===== config.mk =====
export PLATFORM = sky130hd
export DESIGN_NAME = calendar_counter
export DESIGN_NICKNAME = d
export VERILOG_FILES = /design/src/rtl/calendar_pkg.sv /design/src/rtl/calendar_counter_days_in_month.sv /design/src/rtl/calendar_counter.sv
export SDC_FILE = /design/constraint.sdc
export NUM_CORES = 1
export LEC_CHECK = 0
export CORE_ASPECT_RATIO = 0.6
export CORE_MARGIN = 2
export CORE_UTILIZATION = 35
export CTS_CLUSTER_SIZE = 16
export DETAILED_ROUTE_END_ITERATION = 8
export HOLD_SLACK_MARGIN = 0.12
export PLACE_DENSITY = 0.58
export SLEW_MARGIN = 20
export SYNTH_ARGS = -nofsm -noshare
export SYNTH_HDL_FRONTEND = slang
export SYNTH_SLANG_ARGS = --single-unit

===== constraint.sdc =====
create_clock -name clk -period 5.4 [get_ports clk]
set_clock_uncertainty 0.15 [all_clocks]
set_input_delay 1.08 -clock clk [delete_from_list [all_inputs] [get_ports clk]]
set_output_delay 1.08 -clock clk [all_outputs]
set_load 0.05 [all_outputs]

===== src/rtl/calendar_pkg.sv =====
`default_nettype none
// ============================================================================
//  Module      : calendar_pkg
//  Description : Shared encodings, reset values and month-length helper for
//                the calendar counter.
//  Revision    : 1.0 - initial release
// ============================================================================
package calendar_pkg;

    localparam logic [1:0] SEL_DATE  = 2'd0;
    localparam logic [1:0] SEL_MONTH = 2'd1;
    localparam logic [1:0] SEL_YEAR  = 2'd2;
    localparam logic [1:0] SEL_RSVD  = 2'd3;

    localparam logic [3:0] FEB = 4'd2;
    localparam logic [3:0] DEC = 4'd12;

    localparam logic [4:0] DATE_RST  = 5'd1;
    localparam logic [3:0] MONTH_RST = 4'd1;

    // Out-of-range months report 31 so callers never see a zero length.
    function automatic logic [4:0] month_len(input logic [3:0] month, input logic leap);
        logic [4:0] len;
        case (month)
            4'd4, 4'd6, 4'd9, 4'd11: len = 5'd30;
            4'd2:                    len = leap ? 5'd29 : 5'd28;
            default:                 len = 5'd31;
        endcase
        return len;
    endfunction

endpackage
`default_nettype wire


===== src/rtl/calendar_counter_days_in_month.sv =====
`default_nettype none
// ============================================================================
//  Module      : days_in_month
//  Description : Combinational days-in-month lookup with leap and fixed-length
//                options.
//  Revision    : 1.0 - initial release
// ============================================================================
module days_in_month
    import calendar_pkg::*;
#(
    parameter int LEAP_EN          = 1,
    parameter int FIXED_MONTH_DAYS = 0
) (
    input  logic [3:0] month,
    input  logic [1:0] year_lo,
    output logic [4:0] dim
);

    localparam logic [4:0] c_fixed = 5'(FIXED_MONTH_DAYS);

    logic w_leap;

    assign w_leap = (LEAP_EN != 0) && (year_lo == 2'd0);
    assign dim    = (FIXED_MONTH_DAYS != 0) ? c_fixed : month_len(month, w_leap);

endmodule
`default_nettype wire


===== src/rtl/calendar_counter.sv =====
`default_nettype none
// ============================================================================
//  Module      : calendar_counter
//  Description : Day/month/year counter with leap years, range-checked field
//                loads, rollover pulses and a gated read-back bus.
//  Revision    : 1.0 - initial release
// ============================================================================
module calendar_counter
    import calendar_pkg::*;
#(
    parameter int YEAR_W           = 7,
    parameter int YEAR_MAX         = 99,
    parameter int LEAP_EN          = 1,
    parameter int FIXED_MONTH_DAYS = 0,
    parameter int BUS_W            = 7
) (
    input  logic              clk,
    input  logic              clear,
    input  logic              dayCount,
    input  logic              load,
    input  logic [1:0]        load_sel,
    input  logic [BUS_W-1:0]  data,
    input  logic              enable,
    output logic [4:0]        date,
    output logic [3:0]        month,
    output logic [YEAR_W-1:0] year,
    output logic [BUS_W-1:0]  databus,
    output logic              dateCount,
    output logic              yearCount,
    output logic              load_err
);

    localparam logic [YEAR_W-1:0] c_year_max = YEAR_W'(YEAR_MAX);

    logic [4:0]        r_date;
    logic [3:0]        r_month;
    logic [YEAR_W-1:0] r_year;
    logic              r_date_pulse;
    logic              r_year_pulse;
    logic              r_load_err;

    logic [4:0]        w_date_nxt;
    logic [3:0]        w_month_nxt;
    logic [YEAR_W-1:0] w_year_nxt;
    logic              w_date_pulse_nxt;
    logic              w_year_pulse_nxt;
    logic              w_load_err_nxt;

    logic [4:0]        w_dim_cur;
    logic [4:0]        w_dim_tgt;
    logic [3:0]        w_tgt_month;
    logic [YEAR_W-1:0] w_tgt_year;
    logic [4:0]        w_clamped;
    logic [31:0]       w_data32;
    logic              w_load_ok;
    logic              w_bad;

    // Target month/year is what the calendar would look like after this load.
    assign w_tgt_month = (load_sel == SEL_MONTH) ? data[3:0] : r_month;
    assign w_tgt_year  = (load_sel == SEL_YEAR) ? data[YEAR_W-1:0] : r_year;

    days_in_month #(
        .LEAP_EN          (LEAP_EN),
        .FIXED_MONTH_DAYS (FIXED_MONTH_DAYS)
    ) u_dim_cur (
        .month   (r_month),
        .year_lo (r_year[1:0]),
        .dim     (w_dim_cur)
    );

    days_in_month #(
        .LEAP_EN          (LEAP_EN),
        .FIXED_MONTH_DAYS (FIXED_MONTH_DAYS)
    ) u_dim_tgt (
        .month   (w_tgt_month),
        .year_lo (w_tgt_year[1:0]),
        .dim     (w_dim_tgt)
    );

    // Full-width compares also reject any nonzero bits above the field width.
    assign w_data32  = 32'(data);
    assign w_clamped = (r_date > w_dim_tgt) ? w_dim_tgt : r_date;
    assign w_bad     = (r_date == 5'd0) || (r_date > w_dim_cur) ||
                       (r_month == 4'd0) || (r_month > DEC);

    always_comb begin
        w_load_ok = 1'b0;
        case (load_sel)
            SEL_DATE:  w_load_ok = (w_data32 >= 32'd1) && (w_data32 <= 32'(w_dim_tgt));
            SEL_MONTH: w_load_ok = (w_data32 >= 32'd1) && (w_data32 <= 32'(DEC));
            SEL_YEAR:  w_load_ok = (w_data32 <= 32'(c_year_max));
            default:   w_load_ok = 1'b0;
        endcase
    end

    always_comb begin
        w_date_nxt       = r_date;
        w_month_nxt      = r_month;
        w_year_nxt       = r_year;
        w_date_pulse_nxt = 1'b0;
        w_year_pulse_nxt = 1'b0;
        w_load_err_nxt   = 1'b0;
        if (w_bad) begin
            w_date_nxt  = DATE_RST;
            w_month_nxt = MONTH_RST;
        end else if (load) begin
            if (!w_load_ok) begin
                w_load_err_nxt = 1'b1;
            end else begin
                case (load_sel)
                    SEL_DATE: w_date_nxt = data[4:0];
                    SEL_MONTH: begin
                        w_month_nxt = data[3:0];
                        w_date_nxt  = w_clamped;
                    end
                    SEL_YEAR: begin
                        w_year_nxt = data[YEAR_W-1:0];
                        w_date_nxt = w_clamped;
                    end
                    default: ;
                endcase
            end
        end else if (dayCount) begin
            if (r_date < w_dim_cur) begin
                w_date_nxt = r_date + 5'd1;
            end else begin
                w_date_nxt       = DATE_RST;
                w_date_pulse_nxt = 1'b1;
                if (r_month == DEC) begin
                    w_month_nxt      = MONTH_RST;
                    w_year_pulse_nxt = 1'b1;
                    w_year_nxt       = (r_year == c_year_max) ? '0 : r_year + YEAR_W'(1);
                end else begin
                    w_month_nxt = r_month + 4'd1;
                end
            end
        end
    end

    always_ff @(posedge clk or posedge clear) begin
        if (clear) begin
            r_date       <= DATE_RST;
            r_month      <= MONTH_RST;
            r_year       <= '0;
            r_date_pulse <= 1'b0;
            r_year_pulse <= 1'b0;
            r_load_err   <= 1'b0;
        end else begin
            r_date       <= w_date_nxt;
            r_month      <= w_month_nxt;
            r_year       <= w_year_nxt;
            r_date_pulse <= w_date_pulse_nxt;
            r_year_pulse <= w_year_pulse_nxt;
            r_load_err   <= w_load_err_nxt;
        end
    end

    always_comb begin
        databus = '0;
        if (enable) begin
            case (load_sel)
                SEL_DATE:  databus = BUS_W'(r_date);
                SEL_MONTH: databus = BUS_W'(r_month);
                SEL_YEAR:  databus = BUS_W'(r_year);
                default:   databus = '0;
            endcase
        end
    end

    assign date      = r_date;
    assign month     = r_month;
    assign year      = r_year;
    assign dateCount = r_date_pulse;
    assign yearCount = r_year_pulse;
    assign load_err  = r_load_err;

endmodule
`default_nettype wire


==> impl_metrics.xml, run 1 <==
<?xml version="1.0" encoding="UTF-8"?>
<metrics>
  <group name="status">
    <metric name="run_status" unit="">completed</metric>
  </group>
  <group name="timing">
    <metric name="fin_tns_setup" unit="ns">0</metric>
    <metric name="slew_viol_final" unit="">0</metric>
    <metric name="finalWorstSetupSlack" unit="ns">0.696</metric>
    <metric name="finalHoldViolations" unit="">0</metric>
    <metric name="relSlewSlack" unit="%">48.6</metric>
    <metric name="upper_clock_frequency_limit" unit="GHz">0.213</metric>
    <metric name="layout_min_cycle_time" unit="ns">4.70</metric>
    <metric name="grt_setup_unrepaired" unit="">false</metric>
    <metric name="finalCritPeriodShare" unit="%">87.1</metric>
    <metric name="worst_hold_slack" unit="ns">0.438</metric>
    <metric name="setup_viol" unit="">0</metric>
    <metric name="max_slew.worst_pin.slew" unit="ns">0.770</metric>
  </group>
  <group name="placed_design">
    <metric name="placement.cell_area" unit="mm^2">0.00233</metric>
    <metric name="place_congestion" unit="">0.834</metric>
    <metric name="place_inst" unit="">331</metric>
    <metric name="port-buffer-count" unit="">39</metric>
    <metric name="detailed_place_hpwl" unit="mm">4.49</metric>
    <metric name="detailedPlace.worstSlack" unit="ns">0.488</metric>
  </group>
  <group name="floorplan">
    <metric name="io-pin-count" unit="">40</metric>
    <metric name="initial_core_util" unit="%">37.0</metric>
    <metric name="dieArea" unit="mm^2">0.00604</metric>
    <metric name="floorplan.rows" unit="">20</metric>
    <metric name="die_y" unit="um">61.0</metric>
    <metric name="die_w" unit="um">99.0</metric>
    <metric name="placeableCoreArea" unit="mm^2">0.00513</metric>
  </group>
  <group name="logic_synthesis">
    <metric name="postSynthAreaPerCell" unit="um^2">8.00</metric>
    <metric name="synth_nets" unit="">268</metric>
    <metric name="yosys_register_bits" unit="">19</metric>
    <metric name="synth.yosys.seq_area_share" unit="%">25.2</metric>
    <metric name="synth_enable_flop_cells" unit="">0</metric>
    <metric name="netlist_area" unit="mm^2">0.00190</metric>
    <metric name="synth.top_cells.by_count" unit="">29 x sky130_fd_sc_hd__nor2_1, 17 x sky130_fd_sc_hd__dfrtp_1, 17 x sky130_fd_sc_hd__ha_1</metric>
    <metric name="yosys.cell_types.count" unit="">52</metric>
    <metric name="netlist.top_cell.by_area" unit="">sky130_fd_sc_hd__dfrtp_1</metric>
    <metric name="netlist_instances" unit="">237</metric>
    <metric name="async_flop_share" unit="%">100</metric>
    <metric name="ys_dominant_reg_cell" unit="">sky130_fd_sc_hd__dfrtp_1</metric>
    <metric name="synthDominantCellAreaShare" unit="%">22.4</metric>
    <metric name="synthesis.yosys.warnings" unit="">0</metric>
    <metric name="synthMostInstantiatedCell" unit="">sky130_fd_sc_hd__nor2_1</metric>
    <metric name="synth.top_cells.by_area" unit="">sky130_fd_sc_hd__dfrtp_1 22%, sky130_fd_sc_hd__ha_1 11%, sky130_fd_sc_hd__nor2_1 5.7%</metric>
  </group>
  <group name="finish">
    <metric name="final_cell_area" unit="mm^2">0.00238</metric>
    <metric name="area_growth_syn_to_layout" unit="%">25.4</metric>
    <metric name="antenna_cells_inserted" unit="">0</metric>
    <metric name="post_layout_nonfiller_instances" unit="">335</metric>
    <metric name="fin_util" unit="%">46.4</metric>
    <metric name="fraction_of_final_layout_cells_sized_beyond_drive_strength_1" unit="%">5.95</metric>
    <metric name="num-nets-final" unit="">301</metric>
    <metric name="multi_input_comb_area" unit="mm^2">0.00131</metric>
    <metric name="seqCellArea" unit="um^2">478</metric>
    <metric name="fill_cells" unit="">503</metric>
  </group>
  <group name="pwr">
    <metric name="cell_internal_pwr" unit="mW">0.532</metric>
    <metric name="power.switching" unit="mW">0.630</metric>
    <metric name="power_density" unit="mW/mm^2">489</metric>
    <metric name="leakagePower" unit="nW">0.957</metric>
    <metric name="comb_power_share" unit="%">64.1</metric>
    <metric name="ir_drop" unit="uV">231</metric>
    <metric name="power_frac_clock" unit="%">9.0</metric>
    <metric name="power.total" unit="mW">1.16</metric>
    <metric name="sw_frac_of_total" unit="%">54.2</metric>
    <metric name="seq_power_share" unit="%">26.9</metric>
  </group>
  <group name="cts">
    <metric name="cts_buffers" unit="">3</metric>
    <metric name="clock_tree.root_cell" unit="">sky130_fd_sc_hd__clkbuf_8</metric>
    <metric name="tritoncts" unit="">built</metric>
    <metric name="cts_sinks" unit="">19</metric>
    <metric name="htree_num_levels" unit="">1</metric>
    <metric name="cts-root-to-sink-buffers" unit="">2</metric>
    <metric name="hold_fix_buffer_count_after_cts" unit="">0</metric>
    <metric name="clkSlewWorstSetupHoldPaths" unit="ns">0.08</metric>
    <metric name="postcts_resize_cnt" unit="">0</metric>
    <metric name="postCtsSetupBuffers" unit="">0</metric>
    <metric name="worst_skew_pair.late_latency" unit="ns">0.26</metric>
  </group>
  <group name="global_route">
    <metric name="grt_start_max_net_pins" unit="">20</metric>
    <metric name="gr-usage-all-layers" unit="%">20.4</metric>
    <metric name="first_pass_grt_wire_length" unit="mm">9.49</metric>
    <metric name="grt_overflow" unit="">0</metric>
    <metric name="antenna_found_initial" unit="">0</metric>
    <metric name="first_global_vias" unit="">1771</metric>
  </group>
  <group name="detailed_routing">
    <metric name="route.antenna.remaining_nets" unit="">0</metric>
    <metric name="drt_iter0_drc" unit="">201</metric>
    <metric name="route.detailed.drc" unit="">0</metric>
    <metric name="routed_via_density" unit="">5.99</metric>
    <metric name="dr_total_vias" unit="">2005</metric>
    <metric name="routed_wirelength" unit="mm">5.84</metric>
    <metric name="wire_per_inst" unit="um">17.4</metric>
    <metric name="detail_route.first_pass.iterations" unit="">6</metric>
  </group>
  <group name="run">
    <metric name="timing.max_cap.violations" unit="">0</metric>
  </group>
  <group name="critical_path">
    <metric name="crit_type" unit="">in -&gt; reg</metric>
    <metric name="arrival_worst_endpoint" unit="ns">4.71</metric>
    <metric name="critical_path_startpoint_category" unit="">input pin</metric>
    <metric name="setup.worst_path.end_class" unit="">register</metric>
    <metric name="critical_path.max_fanout" unit="">16</metric>
    <metric name="crit_required" unit="ns">5.40</metric>
  </group>
  <group name="worst_hold_path">
    <metric name="worst_hold_path_type" unit="">reg -&gt; reg</metric>
  </group>
</metrics>
cell type report:
type                            instances  area share (%)
Clock buffer                            4            1.89
Inverter                               15            2.37
Multi-Input combinational cell        190            55.1
Sequential cell                        19            20.1
Tap cell                               66            3.47
Timing Repair Buffer                   41            17.0
worst max-delay path: stages:
cell and delay (ns):
sky130_fd_sc_hd__clkdlybuf4s50_1 0.45, sky130_fd_sc_hd__inv_1 0.12, sky130_fd_sc_hd__ha_1 0.50, sky130_fd_sc_hd__mux2i_1 0.37, sky130_fd_sc_hd__o31ai_1 0.13, sky130_fd_sc_hd__a22oi_1 0.30, sky130_fd_sc_hd__ha_1 0.31, sky130_fd_sc_hd__o21bai_1 0.15
sky130_fd_sc_hd__a31oi_1 0.09, sky130_fd_sc_hd__a211o_1 0.35, sky130_fd_sc_hd__a211oi_4 0.36, sky130_fd_sc_hd__nor2_2 0.15, sky130_fd_sc_hd__mux2_4 0.33
per-layer routing:
| metal | up-vias | track usage [%] | wire, um |
|---|---|---|---|
| met4 | 0 | 1.96 | 13 |
| li1 | 946 | - | - |
| met2 | 96 | 27.5 | 2270 |
| met5 | - | 0 | 0 |
| met1 | 961 | 33.4 | 2990 |
| met3 | 2 | 4.65 | 572 |
sequential cells by signal, indices dropped and copies added, names as in the netlist:
register and flops:
dateCount 1, month 4, date 5, yearCount 1, year 7, load_err 1
path summary, 6_finish.rpt:
path	cells after the start	slack, ns	end	start
setup / recovery	13	0.70	date[4]$_DFFE_PP0P_	load_sel[1]
min in group asynchronous	2	1.10	dateCount$_DFF_PP0_	clear
hold reg to reg	1	0.44	month[0]$_DFFE_PP1P_	month[0]$_DFFE_PP1P_
hold / removal	1	0.44	month[0]$_DFFE_PP1P_	month[0]$_DFFE_PP1P_
max in group asynchronous	2	3.52	load_err$_DFF_PP0_	clear
setup reg to reg	12	1.83	date[4]$_DFFE_PP0P_	month[0]$_DFFE_PP1P_
cells by family (layout without fill, tap and decap cells):
| group | Yosys count | after routing | share of synthesized area [%] |
|---|---|---|---|
| compound gates | 72 | 72 | 26.8 |
| xor+xnor | 3 | 3 | 1.39 |
| fa+ha+maj | 17 | 17 | 11.2 |
| buf+inv | 28 | 60 | 5.67 |
| flops | 19 | 19 | 25.2 |
| mux | 10 | 10 | 6.13 |
| simple gates | 88 | 88 | 23.5 |
power groups by stage:
stage	Clock, mW	Sequential, mW	Combinational [mW]
floorplan	0	0.447	0.368
global placement	0	0.316	0.734
finish	0.105	0.313	0.745
CTS	0.110	0.310	0.742
detailed placement	0	0.313	0.738
global route	0.115	0.327	0.808
placed cells by master (no fill, tap or decap), types with 2 or more instances in the layout:
cell type                         synthesis  layout
sky130_fd_sc_hd__a211o_1                  3       3
sky130_fd_sc_hd__a21oi_1                 15      15
sky130_fd_sc_hd__a222oi_1                 4       4
sky130_fd_sc_hd__a22oi_1                  2       2
sky130_fd_sc_hd__a31oi_1                  2       2
sky130_fd_sc_hd__and3_1                   5       5
sky130_fd_sc_hd__and3b_1                  2       2
sky130_fd_sc_hd__buf_4                    0       2
sky130_fd_sc_hd__clkbuf_8                 0       3
sky130_fd_sc_hd__clkdlybuf4s50_1          0      39
sky130_fd_sc_hd__dfrtp_1                 17      17
sky130_fd_sc_hd__dfstp_2                  2       2
sky130_fd_sc_hd__ha_1                    17      17
sky130_fd_sc_hd__inv_1                   15      15
sky130_fd_sc_hd__mux2_4                   3       3
sky130_fd_sc_hd__mux2i_1                  6       6
sky130_fd_sc_hd__nand2_1                 11      11
sky130_fd_sc_hd__nand2b_1                 3       3
sky130_fd_sc_hd__nand3_1                  9       9
sky130_fd_sc_hd__nor2_1                  29      29
sky130_fd_sc_hd__nor2b_1                  3       3
sky130_fd_sc_hd__nor3_1                  11      11
sky130_fd_sc_hd__nor3b_1                  3       3
sky130_fd_sc_hd__nor4_1                   3       3
sky130_fd_sc_hd__nor4b_1                  2       2
sky130_fd_sc_hd__o211ai_1                 3       3
sky130_fd_sc_hd__o21ai_0                 15      15
sky130_fd_sc_hd__o21bai_1                 2       2
sky130_fd_sc_hd__o22ai_1                  3       3
sky130_fd_sc_hd__o2bb2ai_1                2       2
sky130_fd_sc_hd__o311ai_0                 2       2
sky130_fd_sc_hd__o31ai_1                  9       9
sky130_fd_sc_hd__xor2_1                   2       2
Note: power is estimated with default switching activity, not from simulation.
==> run 2, diff against run 1 <==
SLEW_MARGIN = unset   (was 20)
==> results of run 2 <==
The final DEF is identical to that of run 1; final timing and power are the same.
